**config.mk**
```make
export PLATFORM = sky130hd
export DESIGN_NAME = dpll_lf_gear
export DESIGN_NICKNAME = d
export VERILOG_FILES = /design/src/rtl/dpll_pkg.sv /design/src/rtl/dpll_lock_det.sv /design/src/rtl/dpll_lf_gear.sv
export SDC_FILE = /design/constraint.sdc
export NUM_CORES = 1
export LEC_CHECK = 0
export BUFFER_PORTS_ARGS = -buffer_cell sky130_fd_sc_hd__buf_4
export CORE_MARGIN = 5
export CORE_UTILIZATION = 65
export CTS_BUF_LIST = sky130_fd_sc_hd__clkbuf_4 sky130_fd_sc_hd__clkbuf_8 sky130_fd_sc_hd__clkbuf_16
export DETAILED_ROUTE_END_ITERATION = 12
export GPL_ROUTABILITY_DRIVEN = 0
export PLACE_DENSITY = 0.82
export SLEW_MARGIN = 20
export SYNTH_ARGS = -nofsm -noshare
export SYNTH_HDL_FRONTEND = slang
export SYNTH_SLANG_ARGS = --single-unit
```
**constraint.sdc**
```tcl
create_clock -name clk -period 25 [get_ports clk]
set_input_delay 1.25 -clock clk [delete_from_list [all_inputs] [get_ports clk]]
set_output_delay 1.25 -clock clk [all_outputs]
set_load 0.02 [all_outputs]
```
**src/rtl/dpll_pkg.sv**
```systemverilog
//------------------------------------------------------------------------------
// Module   : dpll_pkg
// Brief    : Shared types and helpers for the DPLL gear-shifting loop filter.
// Revision : 1.0 - initial release
//------------------------------------------------------------------------------
`default_nettype none

package dpll_pkg;

    typedef enum logic {
        GEAR_ACQ = 1'b0,
        GEAR_TRK = 1'b1
    } gear_e;

    // Clamp a signed value into the unsigned range [0, 2^width-1]
    function automatic logic signed [63:0] sat_u(input logic signed [63:0] value,
                                                 input int                 width);
        logic signed [63:0] hi;
        hi = (64'sd1 <<< width) - 64'sd1;
        if (value < 0) begin
            return '0;
        end
        if (value > hi) begin
            return hi;
        end
        return value;
    endfunction

    // Operates on a sign-extended copy, so the most negative TDC code cannot overflow
    function automatic logic signed [31:0] abs_s(input logic signed [31:0] terr);
        return (terr < 0) ? -terr : terr;
    endfunction

endpackage

`default_nettype wire

```
**src/rtl/dpll_lock_det.sv**
```systemverilog
//------------------------------------------------------------------------------
// Module   : dpll_lock_det
// Brief    : Lock window compare, qualification counters and ACQ/TRK gear FSM.
// Revision : 1.0 - initial release
//------------------------------------------------------------------------------
`default_nettype none

module dpll_lock_det
    import dpll_pkg::*;
#(
    parameter int TERR_W     = 4,
    parameter int LOCK_WIN   = 1,
    parameter int LOCK_CNT   = 16,
    parameter int UNLOCK_CNT = 4,
    parameter int ACQ_MIN    = 32
) (
    input  logic                     clk,
    input  logic                     reset,
    input  logic                     en,
    input  logic signed [TERR_W-1:0] terr,
    output gear_e                    gear,
    output logic                     locked
);

    gear_e       state_q, state_d;
    logic [31:0] in_cnt_q, in_cnt_d;
    logic [31:0] out_cnt_q, out_cnt_d;
    logic [31:0] acq_cnt_q, acq_cnt_d;
    logic        w_in_win;

    always_comb begin
        w_in_win  = (abs_s(32'(terr)) <= LOCK_WIN);
        state_d   = state_q;
        in_cnt_d  = in_cnt_q;
        out_cnt_d = out_cnt_q;
        acq_cnt_d = acq_cnt_q;
        if (en) begin
            case (state_q)
                GEAR_ACQ: begin
                    acq_cnt_d = (acq_cnt_q >= ACQ_MIN) ? acq_cnt_q : acq_cnt_q + 32'd1;
                    if (w_in_win) begin
                        in_cnt_d = (in_cnt_q >= LOCK_CNT) ? in_cnt_q : in_cnt_q + 32'd1;
                    end else begin
                        in_cnt_d = '0;
                    end
                    // Qualify on the updated counts so the lock lands on the completing edge
                    if ((in_cnt_d >= LOCK_CNT) && (acq_cnt_d >= ACQ_MIN)) begin
                        state_d   = GEAR_TRK;
                        in_cnt_d  = '0;
                        acq_cnt_d = '0;
                        out_cnt_d = '0;
                    end
                end
                GEAR_TRK: begin
                    if (w_in_win) begin
                        out_cnt_d = '0;
                    end else begin
                        out_cnt_d = (out_cnt_q >= UNLOCK_CNT) ? out_cnt_q : out_cnt_q + 32'd1;
                    end
                    if (out_cnt_d >= UNLOCK_CNT) begin
                        state_d   = GEAR_ACQ;
                        in_cnt_d  = '0;
                        acq_cnt_d = '0;
                        out_cnt_d = '0;
                    end
                end
                default: state_d = GEAR_ACQ;
            endcase
        end
    end

    always_ff @(posedge clk) begin
        if (reset) begin
            state_q   <= GEAR_ACQ;
            in_cnt_q  <= '0;
            out_cnt_q <= '0;
            acq_cnt_q <= '0;
        end else begin
            state_q   <= state_d;
            in_cnt_q  <= in_cnt_d;
            out_cnt_q <= out_cnt_d;
            acq_cnt_q <= acq_cnt_d;
        end
    end

    assign gear   = state_q;
    assign locked = (state_q == GEAR_TRK);

endmodule

`default_nettype wire

```
**src/rtl/dpll_lf_gear.sv**
```systemverilog
//------------------------------------------------------------------------------
// Module   : dpll_lf_gear
// Brief    : Two-gear PI loop filter with bang-bang option, lock detect and clamp.
// Revision : 1.0 - initial release
//------------------------------------------------------------------------------
`default_nettype none

module dpll_lf_gear
    import dpll_pkg::*;
#(
    parameter int TERR_W     = 4,
    parameter int DCTRL_W    = 13,
    parameter int INIT_VALUE = 1 << (DCTRL_W - 1),
    parameter int KP_SH_ACQ  = 6,
    parameter int KI_SH_ACQ  = 1,
    parameter int KP_SH_TRK  = 5,
    parameter int KI_SH_TRK  = 0,
    parameter int LOCK_WIN   = 1,
    parameter int LOCK_CNT   = 16,
    parameter int UNLOCK_CNT = 4,
    parameter int ACQ_MIN    = 32
) (
    input  logic                     clk,
    input  logic                     reset,
    input  logic signed [TERR_W-1:0] terr,
    input  logic                     en,
    input  logic                     mode_bb,
    output logic [DCTRL_W-1:0]       dctrl,
    output logic                     gear,
    output logic                     locked,
    output logic                     sat
);

    localparam int IW = DCTRL_W + TERR_W + 8;

    gear_e                     w_gear;
    logic signed [TERR_W-1:0]  w_err;
    int                        w_kp_sh;
    int                        w_ki_sh;
    logic signed [63:0]        w_i_sum, w_i_clamp, w_p_sum, w_p_clamp;
    logic signed [IW-1:0]      integ_q, integ_d;
    logic [DCTRL_W-1:0]        dctrl_q, dctrl_d;
    logic                      sat_q, sat_d;

    dpll_lock_det #(
        .TERR_W     (TERR_W),
        .LOCK_WIN   (LOCK_WIN),
        .LOCK_CNT   (LOCK_CNT),
        .UNLOCK_CNT (UNLOCK_CNT),
        .ACQ_MIN    (ACQ_MIN)
    ) u_lock_det (
        .clk    (clk),
        .reset  (reset),
        .en     (en),
        .terr   (terr),
        .gear   (w_gear),
        .locked (locked)
    );

    always_comb begin
        if (mode_bb) begin
            w_err = terr[TERR_W-1] ? '1 : ((terr != '0) ? TERR_W'(1) : '0);
        end else begin
            w_err = terr;
        end
        w_kp_sh = (w_gear == GEAR_TRK) ? KP_SH_TRK : KP_SH_ACQ;
        w_ki_sh = (w_gear == GEAR_TRK) ? KI_SH_TRK : KI_SH_ACQ;

        // Proportional term rides on the already-clamped integrator value
        w_i_sum   = 64'(integ_q) + (64'(w_err) <<< w_ki_sh);
        w_i_clamp = sat_u(w_i_sum, DCTRL_W);
        w_p_sum   = w_i_clamp + (64'(w_err) <<< w_kp_sh);
        w_p_clamp = sat_u(w_p_sum, DCTRL_W);

        integ_d = integ_q;
        dctrl_d = dctrl_q;
        sat_d   = sat_q;
        if (en) begin
            integ_d = IW'(w_i_clamp);
            dctrl_d = DCTRL_W'(w_p_clamp);
            sat_d   = (w_i_clamp != w_i_sum) || (w_p_clamp != w_p_sum);
        end
    end

    always_ff @(posedge clk) begin
        if (reset) begin
            integ_q <= IW'(INIT_VALUE);
            dctrl_q <= DCTRL_W'(INIT_VALUE);
            sat_q   <= 1'b0;
        end else begin
            integ_q <= integ_d;
            dctrl_q <= dctrl_d;
            sat_q   <= sat_d;
        end
    end

    assign dctrl = dctrl_q;
    assign sat   = sat_q;
    assign gear  = (w_gear == GEAR_TRK);

endmodule

`default_nettype wire

```
; After elaboration in Yosys (flattened, before gate mapping)
; Index checks and enable logic that the tools add are counted.
[op_classes]
add_sub_neg = 6
n_lt_le_gt_ge = 12
eq_ne = 4
shift = 2
n_mux = 40
bitwise_logic = 1
n_reduce_logical = 5
[op_table]
columns = op, count
row1 = $mux 64, 8
row2 = $mux 32, 15
row3 = $pmux 32 s2, 3
row4 = $gt 64x14->1 const B, 2
row5 = $lt 64x1->1 const B, 2
row6 = $ne 64x64->1, 2
row7 = $add 32x1->32 const B, 3
row8 = $add 25x64->64, 1
row9 = $add 64x64->64, 1
row10 = $ge 32x3->1 const B, 2
row11 = $ge 32x5->1 const B, 2
row12 = $ge 32x6->1 const B, 2
row13 = $sshl 4x1->64, 1
row14 = $sshl 4x3->64, 1
row15 = $le 32x2->1 const B, 1
row16 = $neg 4->32, 1
row17 = $mux 1, 10
row18 = $mux 4, 2
row19 = $lt 4x1->1 const B, 1
row20 = $reduce_and 2->1, 2
row21 = $reduce_bool 4->1, 1
row22 = $mux 2, 1
row23 = $ne 2x1->1 const B, 1
row24 = $ne 2x2->1 const B, 1
row25 = other kinds (4), 4
[word_totals]
reg_bits = 136
inputBits = 8
out_inout_bits = 16
elab_cells = 77

; Longest topological paths before layout
[depth]
word_depth = 19
depth_mapped = 40
depth_no_buf = 39

; By module
; From an unflattened synthesis, not the netlist that was laid out.
[unflattened]
hier_cells = 1404
area_unflattened_um2 = 11320.9
[by_module_without_submodules]
columns = mod, n_inst, cells_per_inst, area_per_inst_um2
row1 = dpll_lf_gear, 1, 1083, 7711.1
row2 = dpll_lock_det, 1, 321, 3609.7

; Worst setup path before layout
; OpenSTA, ideal clock, no wires.
[synth_timing]
path_type = input to register
startpoint = input port terr[0]
endpoint = register dctrl_q[0] (netlist: dctrl[0])
setup_time_ns = 0.122
arrival_ns = 8.667
required_time_ns = 24.878
slack_ns = 16.211
cell_stages = 39
cell_sequence = inv_1 > ha_1 > nor3b_1 > a21oi_1 > ha_1 > inv_1 > fa_1 > nor2b_1 > o31a_1 > o2111ai_1 > nand3_1 > nand4_1 > a21oi_1 > o22a_1 > a21oi_1 > inv_1 > fa_1 > nor3_1 > [3 not listed] > nor4bb_1 > nand4b_1 > nand4b_1 > nor2_1 > nor2b_1 > fa_1 > a211oi_2 > o21ai_2 > nor4b_4 > o2111ai_1 > o211a_1 > o221ai_1 > or4_1 > nor4_4 > nand4_2 > nor3_4 > buf_6 > a21oi_2
[synth_between]
elab_chain_cells = 17
word_cells_on_any_way = 24
cone_classes = add/sub: 2 / order compare: 4 / shift: 2 / mux: 15 / reduce/logical: 1
[synth_lines]
columns = element, line_no
row1 = start: declaration, dpll_lf_gear.sv:25  ; input logic signed [TERR_W-1:0] terr,
row2 = $reduce_bool 4->1, dpll_lf_gear.sv:62  ; w_err = terr[TERR_W-1] ? '1 : ((terr != '0) ? TERR_W'(1) : '0);
row3 = $mux 1, dpll_lf_gear.sv:62
row4 = $mux 4, dpll_lf_gear.sv:62
row5 = $mux 4 (*), dpll_lf_gear.sv:61  ; if (mode_bb) begin
row6 = $sshl 4x1->64 (*), dpll_lf_gear.sv:70  ; w_i_sum = 64'(integ_q) + (64'(w_err) <<< w_ki_sh);
row7 = $add 25x64->64 (*), dpll_lf_gear.sv:70
row8 = $gt 64x14->1, dpll_pkg.sv:23  ; if (value > hi) begin
row9 = $mux 1 (2 in series), dpll_pkg.sv:23
row10 = $mux 64, dpll_pkg.sv:26  ; return value;
row11 = $mux 64 (*), dpll_pkg.sv:23
row12 = net w_i_clamp[5], dpll_lf_gear.sv:40  ; logic signed [63:0] w_i_sum, w_i_clamp, w_p_sum, w_p_clamp;
row13 = $add 64x64->64 (*), dpll_lf_gear.sv:72  ; w_p_sum = w_i_clamp + (64'(w_err) <<< w_kp_sh);
row14 = $gt 64x14->1, dpll_pkg.sv:23
row15 = $mux 1 (2 in series), dpll_pkg.sv:23
row16 = $mux 64, dpll_pkg.sv:26
row17 = $mux 64 (*), dpll_pkg.sv:23
row18 = end signal: assignment, dpll_lf_gear.sv:88  ; dctrl_q <= DCTRL_W'(INIT_VALUE);
row19 = end signal: assignment, dpll_lf_gear.sv:92  ; dctrl_q <= dctrl_d;
row20 = end: declaration, dpll_lf_gear.sv:42  ; logic [DCTRL_W-1:0] dctrl_q, dctrl_d;
; The timed path passes the listed nets; every way through them passes the cells marked *. The select of a mux whose other input is x is not followed.
; A chain may end at the register's enable or synchronous reset.

; Worst setup path after layout
[layout_timing]
startpoint = input port terr[3]
endpoint = register sat_q (netlist: sat)
[layout_between]
elab_chain_cells = 19
word_cells_on_any_way = 27
cone_classes = add/sub: 2 / order compare: 4 / eq/ne: 2 / shift: 2 / mux: 15 / reduce/logical: 2
[layout_lines]
columns = element, line_no
row1 = $reduce_bool 4->1, dpll_lf_gear.sv:62
row2 = $mux 1, dpll_lf_gear.sv:62
row3 = $mux 4, dpll_lf_gear.sv:62
row4 = $mux 4 (*), dpll_lf_gear.sv:61
row5 = $sshl 4x1->64 (*), dpll_lf_gear.sv:70
row6 = $add 25x64->64 (*), dpll_lf_gear.sv:70
row7 = $gt 64x14->1, dpll_pkg.sv:23
row8 = $mux 1 (2 in series), dpll_pkg.sv:23
row9 = [2 not listed], n/a
row10 = net w_i_clamp[12], dpll_lf_gear.sv:40
row11 = $add 64x64->64, dpll_lf_gear.sv:72
row12 = $gt 64x14->1, dpll_pkg.sv:23
row13 = $mux 1 (2 in series), dpll_pkg.sv:23
row14 = $mux 64, dpll_pkg.sv:26
row15 = $mux 64, dpll_pkg.sv:23
row16 = $ne 64x64->1, dpll_lf_gear.sv:81  ; sat_d = (w_i_clamp != w_i_sum) || (w_p_clamp != w_p_sum);
row17 = $logic_or 1x1->1 (*), dpll_lf_gear.sv:81
row18 = end signal: assignment, dpll_lf_gear.sv:93  ; sat_q <= sat_d;
row19 = end: declaration, dpll_lf_gear.sv:43  ; logic sat_q, sat_d;
; Marked as above.

==> results.toml <==
[sta]
max-slew-margin-rel_pct = 41.1
setup-violations-final = 0
final.setup_skew_ns = 0.0120
grt_setup_unrepaired = "false"
finalCritPeriodShare_pct = 41.1
timing_worst_slew_pin_value_ns = 0.883
drv_slew = 0
clock.fmax_mhz = 97.3
final-hold-violation-count = 0
period_minus_slack_ns = 10.28
tns_ns = 0

[worst_setup_path]
path_max_fanout = 35
worst-r2r-setup-slack_ns = 15.48
cpMaxStageDelayCell = "nor3_4"
largest_stage_delay_on_the_critical_path_ns = 0.72
arrival_ns = 10.55
critical_setup_path_class = "primary input to flop"
critical_path.endpoint_type = "flop"
worstSetupStartpointType = "primary input"
critPathRequiredTime_ns = 25.27

[synthesis]
synth_common_cells = "dfxtp_1 (136), nand2_1 (121), a21oi_1 (111)"
synth.avg_cell_area_um2 = 7.96
synth_top_area_share_pct = 24.7
post-synth-top-area-cell = "dfxtp_1"
yosysMostFrequentCell = "dfxtp_1"
dominant_combinational_cell_family_by_area_after_synthesis = "simple AND/OR/NAND/NOR gates"
synth-main-ff-cell = "dfxtp_1"
netlist_area_um2 = 11000
synth-adder-area-share_pct = 12.7
sequential_fraction_of_the_synthesis_area_pct = 24.7
yosys_register_bits = 136
muxShareOfSynthArea_pct = 1.03
synth_simple_gate_area_share_pct = 27.0
compound_cell_area_share_of_the_yosys_netlist_pct = 26.7
synth_area_leaders = "dfxtp_1 (25%), ha_1 (10%), a21oi_1 (5.0%), nand2_1 (4.1%), and2_1 (4.0%)"
postSynthCellCount = 1383
ys_async_sr_fraction_pct = 0
yosys.area_share.xor_xnor_pct = 3.18
number_of_synthesized_flops_with_an_enable_pin = 0
synth_warnings = 0
synth.lib_cells_used.distinct = 100

[global_routing]
grt_pass1_vias = 10000
antenna_found_initial = 0
gr-usage-all-layers_pct = 29.6
grt_pass1_wl_um = 49200
overflow = 0
grt_max_degree = 51

[floorplanning]
die_width_um = 140
initial_utilization_pct = 66.4
die_area_um2 = 19600
io-pin-count = 24
die_height_um = 140
rows = 47
core-area_um2 = 16600

[clock_network]
cts.sinks = 136
maximum_level_of_the_cts_h_tree = 4
cts_buffers = 17
clkLatencyLatePin_ns = 0.43
cell_at_the_root_of_the_clock_tree = "clkbuf_16"
ctsHoldBuffers = 0
cts_tree = "yes"
clkSlewWorstSetupHoldPaths_ns = 0.06
post-cts-setup-buffers = 0
cts_max_path_buffers = 2
post_cts.resized_instances = 0

[power]
pwr_per_cell_area_nw_per_um2 = 56.1
power_leakage_uw = 0.00495
vdd_ir_drop_max_mv = 0.0591
totalPowerFinal_uw = 672

[drt]
detail_route.vias_per_cell = 6.51
avgRoutedWirePerCell_um = 17.8
num_vias = 10700
drt-total-wl_um = 29400
drt_pass1_iterations = 11
drc = 1
antenna_left = 0
drt-initial-drc-count = 920

[layout]
area_growth_syn_to_layout_pct = 8.79
antennaDiodeCount = 0
drive_gt1_share_pct = 8.68
finalNetCount = 1528

[place]
port_buffers = 23
half_perimeter_wire_length_of_the_detailed_placement_result_um = 21900

[worst_hold_path]
min_path_type = "flop to flop"

[run]
timing.max_cap.violations = 0

[outcome]
violations = "DRC"
status = "finished, violations left"
[cell usage in the layout (no fill, tap or decap), types with 7 or more instances in the layout]
master and instances:
dfxtp_1 136, nand2_1 121, a21oi_1 111, nor2_1 101, ha_1 91, o21ai_0 86, and2_1 71, conb_1 51
inv_1 48, nor4_1 41, nand4_1 38, and3_1 38, nand3_1 36, buf_4 27, xnor2_1 24, nor3_1 23
o211ai_1 20, a21o_1 19, a21oi_2 19, o21a_1 18, nor2b_1 17, a31oi_1 17, clkbuf_16 17, xor2_1 16
o21bai_1 16, fa_1 13, nand2b_1 12, or3_1 10, a211oi_1 9, mux2i_1 8, o221ai_1 8, o21ai_2 8
o21ai_1 8, o2111ai_1 7
[routing by layer]
metal,track usage [%],part of all wire [%],vias up
met2,48.5,45,466
met5,0,0,-
met3,5.76,8.2,110
met4,10.8,3.9,0
li1,-,-,5174
met1,38.8,43,4982
[per-stage QoR]
stage	hold WS, ns	setup slack [ns]	std cells	utilization [%]	area [µm²]
6_report	0.458	14.72	1649	72.2	12000
5_1_grt	0.469	13.95	1649	72.2	12000
4_1_cts	0.464	14.82	1649	72.2	12000
3_5_place_dp	0.444	14.48	1617	68.5	11400
3_3_place_gp	0.440	14.81	1617	68.5	11400
2_1_floorplan	0.429	16.21	1433	-	11200
[power breakdown]
group          total [µW]  internal (µW)  switching (µW)
sequential            223            220            2.92
combinational         182           63.9             118
clock                 267            163             104
total                 672            447             225
[worst max-delay path, delay by kind of cell]
| kind | cells | cell delay [ns] |
|---|---|---|
| compound gates | 16 | 3.94 |
| buf+inv | 3 | 0.96 |
| fa+ha+maj | 3 | 1.10 |
| simple gates | 13 | 3.25 |
[kinds of logic (layout without fill, tap and decap cells)]
family                     count (synthesis)  in the layout
DFF                                      136            136
buffers and inverters                    111            107
and+or+nand+nor                          554            554
AOI/OAI and AO/OA                        426            426
muxes                                     11             11
adders and majority gates                104            104
xor gates and xnor gates                  40             40
other                                      1             51
[final timing paths]
| kind | from | to | cells past startpoint |
|---|---|---|---|
| setup / recovery | terr[3] | sat | 35 |
| hold / removal | u_lock_det.acq_cnt_q[17] | u_lock_det.acq_cnt_q[17] | 1 |
| setup reg to reg | u_lock_det.gear | sat | 32 |
| hold reg to reg | u_lock_det.acq_cnt_q[17] | u_lock_det.acq_cnt_q[17] | 1 |
[cell type report]
type	count	area (µm²)
clock buffer	18	439
clock inverter	14	188
fill	1303	4600
inverter	48	180
multi-input combinational	1186	7970
sequential	136	2720
tap	220	275
timing repair buffer	27	203
[state kept, by name, summed over array words and instances, names as in the netlist]
signal                cells
u_lock_det.out_cnt_q     32
u_lock_det.in_cnt_q      32
dctrl                    13
integ_q                  25
u_lock_det.gear           1
sat                       1
u_lock_det.acq_cnt_q     32
Note: power is estimated with default switching activity, not from simulation.
